[config.mk]
export PLATFORM = sky130hd
export DESIGN_NAME = au_controller_flat
export DESIGN_NICKNAME = d
export VERILOG_FILES = /design/src/rtl/au_controller_pkg.sv /design/src/rtl/au_controller_if.sv /design/src/rtl/au_controller_arithmatic_unit.sv /design/src/rtl/au_controller.sv /design/src/flat_wrapper.sv
export SDC_FILE = /design/constraint.sdc
export NUM_CORES = 1
export LEC_CHECK = 0
export ABC_AREA = 1
export CAP_MARGIN = 20
export CELL_PAD_IN_SITES_DETAIL_PLACEMENT = 1
export CELL_PAD_IN_SITES_GLOBAL_PLACEMENT = 2
export CORE_AREA = 2 2 67 133
export CTS_CLUSTER_SIZE = 30
export DETAILED_ROUTE_END_ITERATION = 10
export DIE_AREA = 0 0 69 135
export HOLD_SLACK_MARGIN = 0.06
export PLACE_DENSITY = 0.81
export SYNTH_ARGS = -nofsm -noshare
export SYNTH_HDL_FRONTEND = slang
export SYNTH_SLANG_ARGS = --single-unit
[constraint.sdc]
create_clock -name clk -period 5 [get_ports clk]
set_input_delay 1 -clock clk [delete_from_list [all_inputs] [get_ports clk]]
set_output_delay 1 -clock clk [all_outputs]
set_load 0.005 [all_outputs]
[src/rtl/au_controller_pkg.sv]
// Shared constants for the AU controller: opcodes, FSM states and the
// opcode-to-AU control table.
package au_ctrl_pkg;

    localparam int AU_W = 8;

    localparam logic [2:0] OP_PASS = 3'd0;
    localparam logic [2:0] OP_INC  = 3'd1;
    localparam logic [2:0] OP_ADD  = 3'd2;
    localparam logic [2:0] OP_ADD1 = 3'd3;
    localparam logic [2:0] OP_SUB  = 3'd4;
    localparam logic [2:0] OP_SUBB = 3'd5;
    localparam logic [2:0] OP_DEC  = 3'd6;
    localparam logic [2:0] OP_MUL  = 3'd7;

    typedef enum logic [1:0] {
        S_IDLE = 2'd0,
        S_EXEC = 2'd1,
        S_MUL  = 2'd2,
        S_DONE = 2'd3
    } state_t;

    typedef struct packed {
        logic [1:0] sel;
        logic       cin;
    } au_ctl_t;

    // MUL entry is the add used by a shift-add step with Q[0]=1
    function automatic au_ctl_t op_ctl(input logic [2:0] op);
        au_ctl_t c;
        c = '{sel: 2'b00, cin: 1'b0};
        unique case (op)
            OP_PASS: c = '{sel: 2'b00, cin: 1'b0};
            OP_INC:  c = '{sel: 2'b00, cin: 1'b1};
            OP_ADD:  c = '{sel: 2'b01, cin: 1'b0};
            OP_ADD1: c = '{sel: 2'b01, cin: 1'b1};
            OP_SUB:  c = '{sel: 2'b10, cin: 1'b0};
            OP_SUBB: c = '{sel: 2'b10, cin: 1'b1};
            OP_DEC:  c = '{sel: 2'b11, cin: 1'b0};
            OP_MUL:  c = '{sel: 2'b01, cin: 1'b0};
        endcase
        return c;
    endfunction

endpackage

[src/rtl/au_controller_if.sv]
// Command/result handshake bundle for the AU controller.
interface au_controller_if;
    import au_ctrl_pkg::*;

    logic              start_valid;
    logic              start_ready;
    logic [2:0]        op;
    logic [AU_W-1:0]   a;
    logic [AU_W-1:0]   b;
    logic              res_valid;
    logic              res_ready;
    logic [2*AU_W-1:0] result;
    logic              carry;

    modport master (
        output start_valid, op, a, b, res_ready,
        input  start_ready, res_valid, result, carry
    );

    modport slave (
        input  start_valid, op, a, b, res_ready,
        output start_ready, res_valid, result, carry
    );

endinterface

[src/rtl/au_controller_arithmatic_unit.sv]
// 8-bit arithmetic unit: sel picks y operand (0, y, ~y, all-ones);
// subtract uses inverted carry-in so cin=1 means borrow.
module arithmatic_unit #(
    parameter int WIDTH = 8
) (
    input  logic [WIDTH-1:0] i_x,
    input  logic [WIDTH-1:0] i_y,
    input  logic [1:0]       i_sel,
    input  logic             i_cin,
    output logic [WIDTH-1:0] o_f,
    output logic             o_cout
);

    logic [WIDTH-1:0] w_opnd;
    logic             w_ci;
    logic [WIDTH:0]   w_sum;

    always_comb begin
        w_opnd = '0;
        w_ci   = i_cin;
        unique case (i_sel)
            2'b00: w_opnd = '0;
            2'b01: w_opnd = i_y;
            2'b10: begin
                w_opnd = ~i_y;
                w_ci   = ~i_cin;
            end
            2'b11: w_opnd = '1;
        endcase
    end

    assign w_sum  = {1'b0, i_x} + {1'b0, w_opnd} + {{WIDTH{1'b0}}, w_ci};
    assign o_f    = w_sum[WIDTH-1:0];
    assign o_cout = w_sum[WIDTH];

endmodule

[src/rtl/au_controller.sv]
// AU controller: single-cycle ops through one shared AU, and an
// 8-step shift-add multiply reusing the same AU.
module au_controller
    import au_ctrl_pkg::*;
#(
    parameter int WIDTH = 8
) (
    input  logic           clk,
    input  logic           rst,
    au_controller_if.slave bus
);

    state_t             r_state;
    state_t             w_next;
    logic [2:0]         r_op;
    logic [WIDTH-1:0]   r_p;
    logic [WIDTH-1:0]   r_q;
    logic [WIDTH-1:0]   r_m;
    logic [2:0]         r_cnt;
    logic [2*WIDTH-1:0] r_result;
    logic               r_carry;

    logic [WIDTH-1:0]   w_x;
    logic [WIDTH-1:0]   w_y;
    logic [1:0]         w_sel;
    logic               w_cin;
    logic [WIDTH-1:0]   w_f;
    logic               w_cout;
    logic [2*WIDTH-1:0] w_pq;
    au_ctl_t            w_ctl;

    arithmatic_unit #(.WIDTH(WIDTH)) u_au (
        .i_x    (w_x),
        .i_y    (w_y),
        .i_sel  (w_sel),
        .i_cin  (w_cin),
        .o_f    (w_f),
        .o_cout (w_cout)
    );

    always_ff @(posedge clk or posedge rst) begin
        if (rst) r_state <= S_IDLE;
        else     r_state <= w_next;
    end

    always_comb begin
        w_next = r_state;
        unique case (r_state)
            S_IDLE: begin
                if (bus.start_valid)
                    w_next = (bus.op == OP_MUL) ? S_MUL : S_EXEC;
            end
            S_EXEC: w_next = S_DONE;
            S_MUL: begin
                if (r_cnt == 3'd7) w_next = S_DONE;
            end
            S_DONE: begin
                if (bus.res_ready) w_next = S_IDLE;
            end
        endcase
    end

    // Latched operands live in Q/M so EXEC and MUL share the AU inputs
    always_comb begin
        w_ctl = op_ctl(r_op);
        w_x   = r_q;
        w_y   = r_m;
        w_sel = w_ctl.sel;
        w_cin = w_ctl.cin;
        if (r_state == S_MUL) begin
            w_x   = r_p;
            w_sel = r_q[0] ? 2'b01 : 2'b00;
            w_cin = 1'b0;
        end
    end

    assign w_pq = {w_cout, w_f, r_q[WIDTH-1:1]};

    always_ff @(posedge clk or posedge rst) begin
        if (rst) begin
            r_op     <= '0;
            r_p      <= '0;
            r_q      <= '0;
            r_m      <= '0;
            r_cnt    <= '0;
            r_result <= '0;
            r_carry  <= 1'b0;
        end else begin
            unique case (r_state)
                S_IDLE: begin
                    if (bus.start_valid) begin
                        r_op  <= bus.op;
                        r_p   <= '0;
                        r_q   <= bus.a;
                        r_m   <= bus.b;
                        r_cnt <= '0;
                    end
                end
                S_EXEC: begin
                    r_result <= {{WIDTH{1'b0}}, w_f};
                    r_carry  <= w_cout;
                end
                S_MUL: begin
                    r_p   <= w_pq[2*WIDTH-1:WIDTH];
                    r_q   <= w_pq[WIDTH-1:0];
                    r_cnt <= r_cnt + 3'd1;
                    if (r_cnt == 3'd7) begin
                        r_result <= w_pq;
                        r_carry  <= 1'b0;
                    end
                end
                S_DONE: ;
            endcase
        end
    end

    assign bus.start_ready = (r_state == S_IDLE);
    assign bus.res_valid   = (r_state == S_DONE);
    assign bus.result      = r_result;
    assign bus.carry       = r_carry;

endmodule

[src/flat_wrapper.sv]
// flat-port wrapper written by rule: the top's interface ports become plain ports
module au_controller_flat import au_ctrl_pkg::*;
#(
    parameter int WIDTH = 8
)
  (clk, rst, bus_start_valid, bus_op, bus_a, bus_b, bus_res_ready, bus_start_ready, bus_res_valid, bus_result, bus_carry);
  au_controller_if bus_i ();
  input  logic clk;
  input  logic rst;
  input wire logic [$bits(bus_i.start_valid)-1:0] bus_start_valid;
  input wire logic [$bits(bus_i.op)-1:0] bus_op;
  input wire logic [$bits(bus_i.a)-1:0] bus_a;
  input wire logic [$bits(bus_i.b)-1:0] bus_b;
  input wire logic [$bits(bus_i.res_ready)-1:0] bus_res_ready;
  output wire logic [$bits(bus_i.start_ready)-1:0] bus_start_ready;
  output wire logic [$bits(bus_i.res_valid)-1:0] bus_res_valid;
  output wire logic [$bits(bus_i.result)-1:0] bus_result;
  output wire logic [$bits(bus_i.carry)-1:0] bus_carry;
  assign bus_i.start_valid = bus_start_valid;
  assign bus_i.op = bus_op;
  assign bus_i.a = bus_a;
  assign bus_i.b = bus_b;
  assign bus_i.res_ready = bus_res_ready;
  assign bus_start_ready = bus_i.start_ready;
  assign bus_res_valid = bus_i.res_valid;
  assign bus_result = bus_i.result;
  assign bus_carry = bus_i.carry;
  au_controller #(.WIDTH(WIDTH)) u_core (.clk(clk), .rst(rst), .bus(bus_i));
endmodule
After elaboration in Yosys (flattened, before gate mapping). Memories as Yosys holds them, arrays and structs flattened. Cells that the tools add are included.

Output and inout port bits: 19. Logic and storage cells: 54. Input port bits: 23. Bits in latches: 0. RAM bits: 0. Memories kept: 1. Flip-flop bits (word level): 49. Memory bits (read-only): 24.

Memory list: (no name shown) (words 8, bits a word 3, read ports 1, clocked after memory_dff 0, wr ports 0, line au_controller_pkg.sv:32) `unique case (op)`.

Reductions and logical operators: 8. Equal/unequal tests: 11. Multiplexer cells: 21. $mul: 0. Shift operators: 0. Div/mod/pow operators: 0. Magnitude comparators: 0. Add/subtract/negate cells: 3. Bitwise gates (word level): 2.

Operators by type and width (count): $pmux 16 s2 (1); $pmux 8 s2 (2); $pmux 8 s4 (1); $mux 8 (3); $mux 16 (1); $mux 2 (5); $add 8x8->9 (1); $add 9x1->9 (1); $eq 2x2->1 const B (4); $not 8->8 (1); $pmux 2 s4 (1); $eq 3x3->1 const B (2); $ne 2x2->1 const B (3); $pmux 3 s2 (1); $reduce_and 2->1 (3); $eq 2x1->1 const B (2); $logic_not 2->1 (2); $mux 1 (4); $reduce_bool 2->1 (2); $add 3x1->3 const B (1); $mux 3 (1); $reduce_and 3->1 (1); $pmux 1 s2 (1); $not 1->1 (1).

Logic depth before layout (Yosys ltp).
Depth after elaboration: 8. Gate-level depth with buffers: 17. Mapped depth without buffers: 16.

Hierarchy. A second synthesis with hierarchy kept.

Cell total of the unflattened synthesis: 379. Area, all modules: 2781.4 sq um.

Modules (own cells, without submodules): au_controller (area an instance 2316.0 sq um, sequential area each 1226.2 sq um, times used 1, cells an instance 294); arithmatic_unit (area an instance 465.4 sq um, sequential area each 0.0 sq um, times used 1, cells an instance 85).

Worst setup path after synthesis. No wires, ideal clock.

Path type: flip-flop to flip-flop. Start point: register u_core.r_state[0]. End point: register u_core.r_result[13] (netlist: u_core.bus.result[13]). Path buffers: 1. Required time: 4.917 ns. Arrival: 2.598 ns. Stages on the path, launching flop included: 17. Path slack: 2.319 ns. Clock period less this slack: 2.681 ns. Library setup time: 0.083 ns. Cell sequence: dfrtp_1 -> inv_1 -> ha_1 -> buf_6 -> nor2_2 -> nand2_1 -> xnor2_1 -> inv_1 -> fa_1 -> fa_1 -> nand2_1 -> nand2_1 -> nand3_1 -> nand2_1 -> nand2_1 -> nand3_1 -> o21ai_0.

Longest elaborated chain between the ends: 8. Elaborated cells on any way between the ends: 19. Those cells by class: 2 x add/sub; 6 x eq/ne; 7 x mux; 1 x bitwise; 3 x reduce/logical.

Ends and longest elaborated chain: start: declaration (line au_controller.sv:13) `state_t r_state;`; start signal: assignment (line au_controller.sv:43) `else r_state <= w_next;`; $eq 2x2->1 (line au_controller.sv:70, au_controller.sv:89); $mux 2 (line au_controller.sv:70) `if (r_state == S_MUL) begin`; $eq 2x2->1 (tied with other cells) (line au_controller_arithmatic_unit.sv:21) `unique case (i_sel)`; $pmux 8 s4 (line au_controller_arithmatic_unit.sv:21); $add 8x8->9 (line au_controller_arithmatic_unit.sv:32) `assign w_sum = {1'b0, i_x} + {1'b0, w_opnd} + {{WIDTH{1'b0}}, w_ci};`; $add 9x1->9 (line au_controller_arithmatic_unit.sv:32); $mux 16 (line au_controller.sv:107) `if (r_cnt == 3'd7) begin`; $pmux 16 s2 (line au_controller.sv:89) `unique case (r_state)`; end signal: assignment (line au_controller.sv:100) `r_result <= {{WIDTH{1'b0}}, w_f};`; end signal: assignment (line au_controller.sv:108) `r_result <= w_pq;`; end: declaration (line au_controller.sv:20) `logic [2*WIDTH-1:0] r_result;`.

Several ways; a longest one is shown, not always the timed one. The select of a mux whose other input is x is not followed. A chain may end at the register's enable or synchronous reset.

Worst setup path after layout. Ends and elaborated chain as after synthesis.

==> impl_results.md <==
- Status: finished, final reports clean
- Pre-CTS setup slack: 1570 ps
- Crit path buf inv count: 3
- Synth Area in Adders: 6.89%
- Commonest non-fill, non-tap cell in the layout: nand2_1
- Final net count: 422
- Cts bufs inserted: 5
- Mapped Cells: 347
- Synthesized Nets: 384
- Synthesis-stage register bit count: 49
- Hold-fix buffers, CTS: 0
- Share of cells above drive strength 1: 7.25%
- Clock-pin slew on the worst setup and hold paths: 70 ps
- Seq/Total Area, Yosys: 44.4%
- Final hold violations: 0
- Die Width: 69 um
- Setup ws final: 1590 ps
- Fill count: 1005
- Gpl congestion: 0.828
- Ranking of synthesized cells by area: dfrtp_1 44%, nand2_1 17%, ha_1 5.4%
- Drt via density: 5.06
- Synth Area per Inst: 7.95 um^2
- Die area: 9320 um^2
- Clock sink count: 49
- Number of port buffers: 41
- CP max FO: 24
- Resized cells post-CTS: 0
- Simple-Gate Fraction of Synth Area: 27.1%
- Req. time, crit path: 5210 ps
- Worst-margin pin slew: 767 ps
- Synthesis-to-finish area growth: 24.0%
- ANT cells: 0
- Initial antenna violation count: 0
- Crit path largest cell delay: 660 ps
- CTS tree: built
- FP Rows: 47
- Min-delay worst type: reg -> reg
- Yosys warning count: 0
- CP most frequent cell: nand2_1
- Vias: 2451
- Slew Limit Headroom: 48.9%
- Post-DR wirelength/cell: 16.4 um
- Yosys top cell by area: dfrtp_1
- Initial core utilization: 33.5%
- Drt initial violations: 119
- First-pass GRT wire length: 13.6 mm
- Crit end category: register
- Crit path max-delay cell type: ha_1
- Die Height: 135 um
- Bufs on Longest Clock Path: 2
- Post-synthesis compound-gate area fraction: 11.7%
- All-Layer GR Usage: 18.8%
- Drt total wl: 7.96 mm
- Number of global-route vias before repair: 2650
- DRC errors left: 0
- Hold Crit Depth: 2
- DRT Pass-1 Iters: 4
- Maxcap violations: 0
- Cell Count, Final, Fillers Out: 484
- H-Tree Level Count: 2
- Synth top area share: 44.4%
- Synth Cell Area: 2760 um^2
- Min Tclk post-route: 3410 ps
- Final max-slew violation count: 0
- Crit path depth: 15
- Hold slack: 480 ps
- Largest family of logic cells by synthesized area: simple AND/OR/NAND/NOR gates
- Crit-path leading delay family: adder cells
- Clk_lat worst skew: 300 ps
- Detailed Place HPWL: 6.14 mm
- Setup TNS: 0 ps
- Achievable Freq: 0.294 GHz
- Mux cell area share after synthesis: 2.45%
- Pin count of the biggest net entering global routing: 50
- R2R depth: 15
- Worst Skew: 5.46 ps
- CP Launch Type: register
- Congestion Overflow GR: 0
- RSZ-0062 raised after global routing: false
- Final setup vio count: 0
- Tcrit/Tclk final: 68.1%
- Synth unique cells: 35
- Antenna-violating nets left: 0
- Crit path cell chain: inv_1 -> ha_1 -> inv_4 -> nand3_1 -> xnor2_1 -> inv_1 -> fa_1 -> fa_1 -> nand2_1 -> nand2_1 -> nand3_1 -> nand2_1 -> nand2_1 -> nand3_1 -> o21ai_0
- Post-CTS setup buffers: 0
- Most frequent cells in the layout: 123 x nand2_1, 49 x dfrtp_1, 41 x clkdlybuf4s50_1
- Worst path arrival time: 3620 ps
- XOR/XNOR Fraction of Synth Area: 0.635%
- Core Region: 8230 um^2
- Clk root buf: clkbuf_16
- Placed cell count: 475
- Flop-to-flop setup slack: 1590 ps
- Num ports: 42
- Critical path class: reg -> reg
tightest hold or removal path, stage by stage (launching register included):
cell,delay (ps)
dfrtp_1,340
nand2_1,50
nand2_1,50
stage by stage:
stage               cell area, um^2  util [%]
global route                   3420      41.6
floorplan                      2760         -
detailed placement             3230      39.3
global placement               3230      39.3
finish                         3420      41.6
CTS                            3400      41.3
sequential cells by signal, summed over array words and instances, names as in the netlist:
signal             count
u_core.r_m             8
u_core.r_q             8
u_core.bus.result     16
u_core.bus.carry       1
u_core.r_p             8
u_core.r_state         2
u_core.r_op            3
u_core.r_cnt           3
per-layer routing:
layer / track usage, % / vias up / wire, um
li1: - / 1196 / -
met4: 11.8 / 0 / 427
met1: 19.0 / 1190 / 2860
met3: 3.36 / 22 / 174
met2: 34.7 / 43 / 4490
met5: 0 / - / 0
synthesized netlist by cell type:
| library cell | n |
|---|---|
| clkbuf_1 | 5 |
| nor2_2 | 1 |
| o211ai_1 | 2 |
| ha_1 | 12 |
| a21oi_1 | 14 |
| nor2_1 | 18 |
| o21ai_1 | 1 |
| o211ai_2 | 1 |
| and2_1 | 2 |
| buf_4 | 1 |
| nand2_1 | 123 |
| fa_1 | 2 |
| a31oi_1 | 9 |
| nand4_1 | 1 |
| nor3_1 | 1 |
| xnor2_1 | 1 |
| o21ai_0 | 16 |
| dfrtp_1 | 49 |
| nand3_1 | 29 |
| buf_6 | 2 |
| inv_4 | 1 |
| nand2_4 | 1 |
| inv_2 | 2 |
| or2_4 | 2 |
| nand3b_1 | 1 |
| o21ai_4 | 1 |
| xor2_1 | 1 |
| mux2_2 | 6 |
| inv_1 | 28 |
| a21boi_0 | 1 |
| buf_2 | 3 |
| buf_1 | 1 |
| o21a_1 | 7 |
| nand2_2 | 1 |
| o21ai_2 | 1 |
kinds of logic (layout without fill, tap and decap cells):
kind of cell,after synthesis,in the layout
AND/OR/NAND/NOR,180,180
AO/OA/AOI/OAI,53,53
flip-flops,49,49
buffers and inverters,43,82
adder cells (fa/ha/maj),14,14
multiplexers,6,6
XOR/XNOR,2,2
area by class of cell:
| type | count | area [um^2] | area share (%) |
|---|---|---|---|
| clock inverters | 3 | 43.8 | 1.28 |
| repair buffers | 43 | 438 | 12.8 |
| multi-input cells | 255 | 1350 | 39.4 |
| flip-flops and latches | 49 | 1230 | 35.8 |
| clock buffers | 5 | 125 | 3.66 |
| inverters | 31 | 119 | 3.47 |
| well taps | 98 | 123 | 3.58 |
worst paths after layout:
check / endpoint / start
setup / recovery: u_core.bus.result[13] / u_core.r_state[0]
setup reg to reg: u_core.bus.result[13] / u_core.r_state[0]
hold reg to reg: u_core.bus.result[10] / u_core.bus.result[10]
min in group asynchronous: u_core.bus.result[14] / rst
max in group asynchronous: u_core.r_m[4] / rst
hold / removal: u_core.bus.result[10] / u_core.bus.result[10]
Power is left out: the tool's default activity adds up to more than one toggle a clock period on the data nets, which glitch-free logic cannot reach.
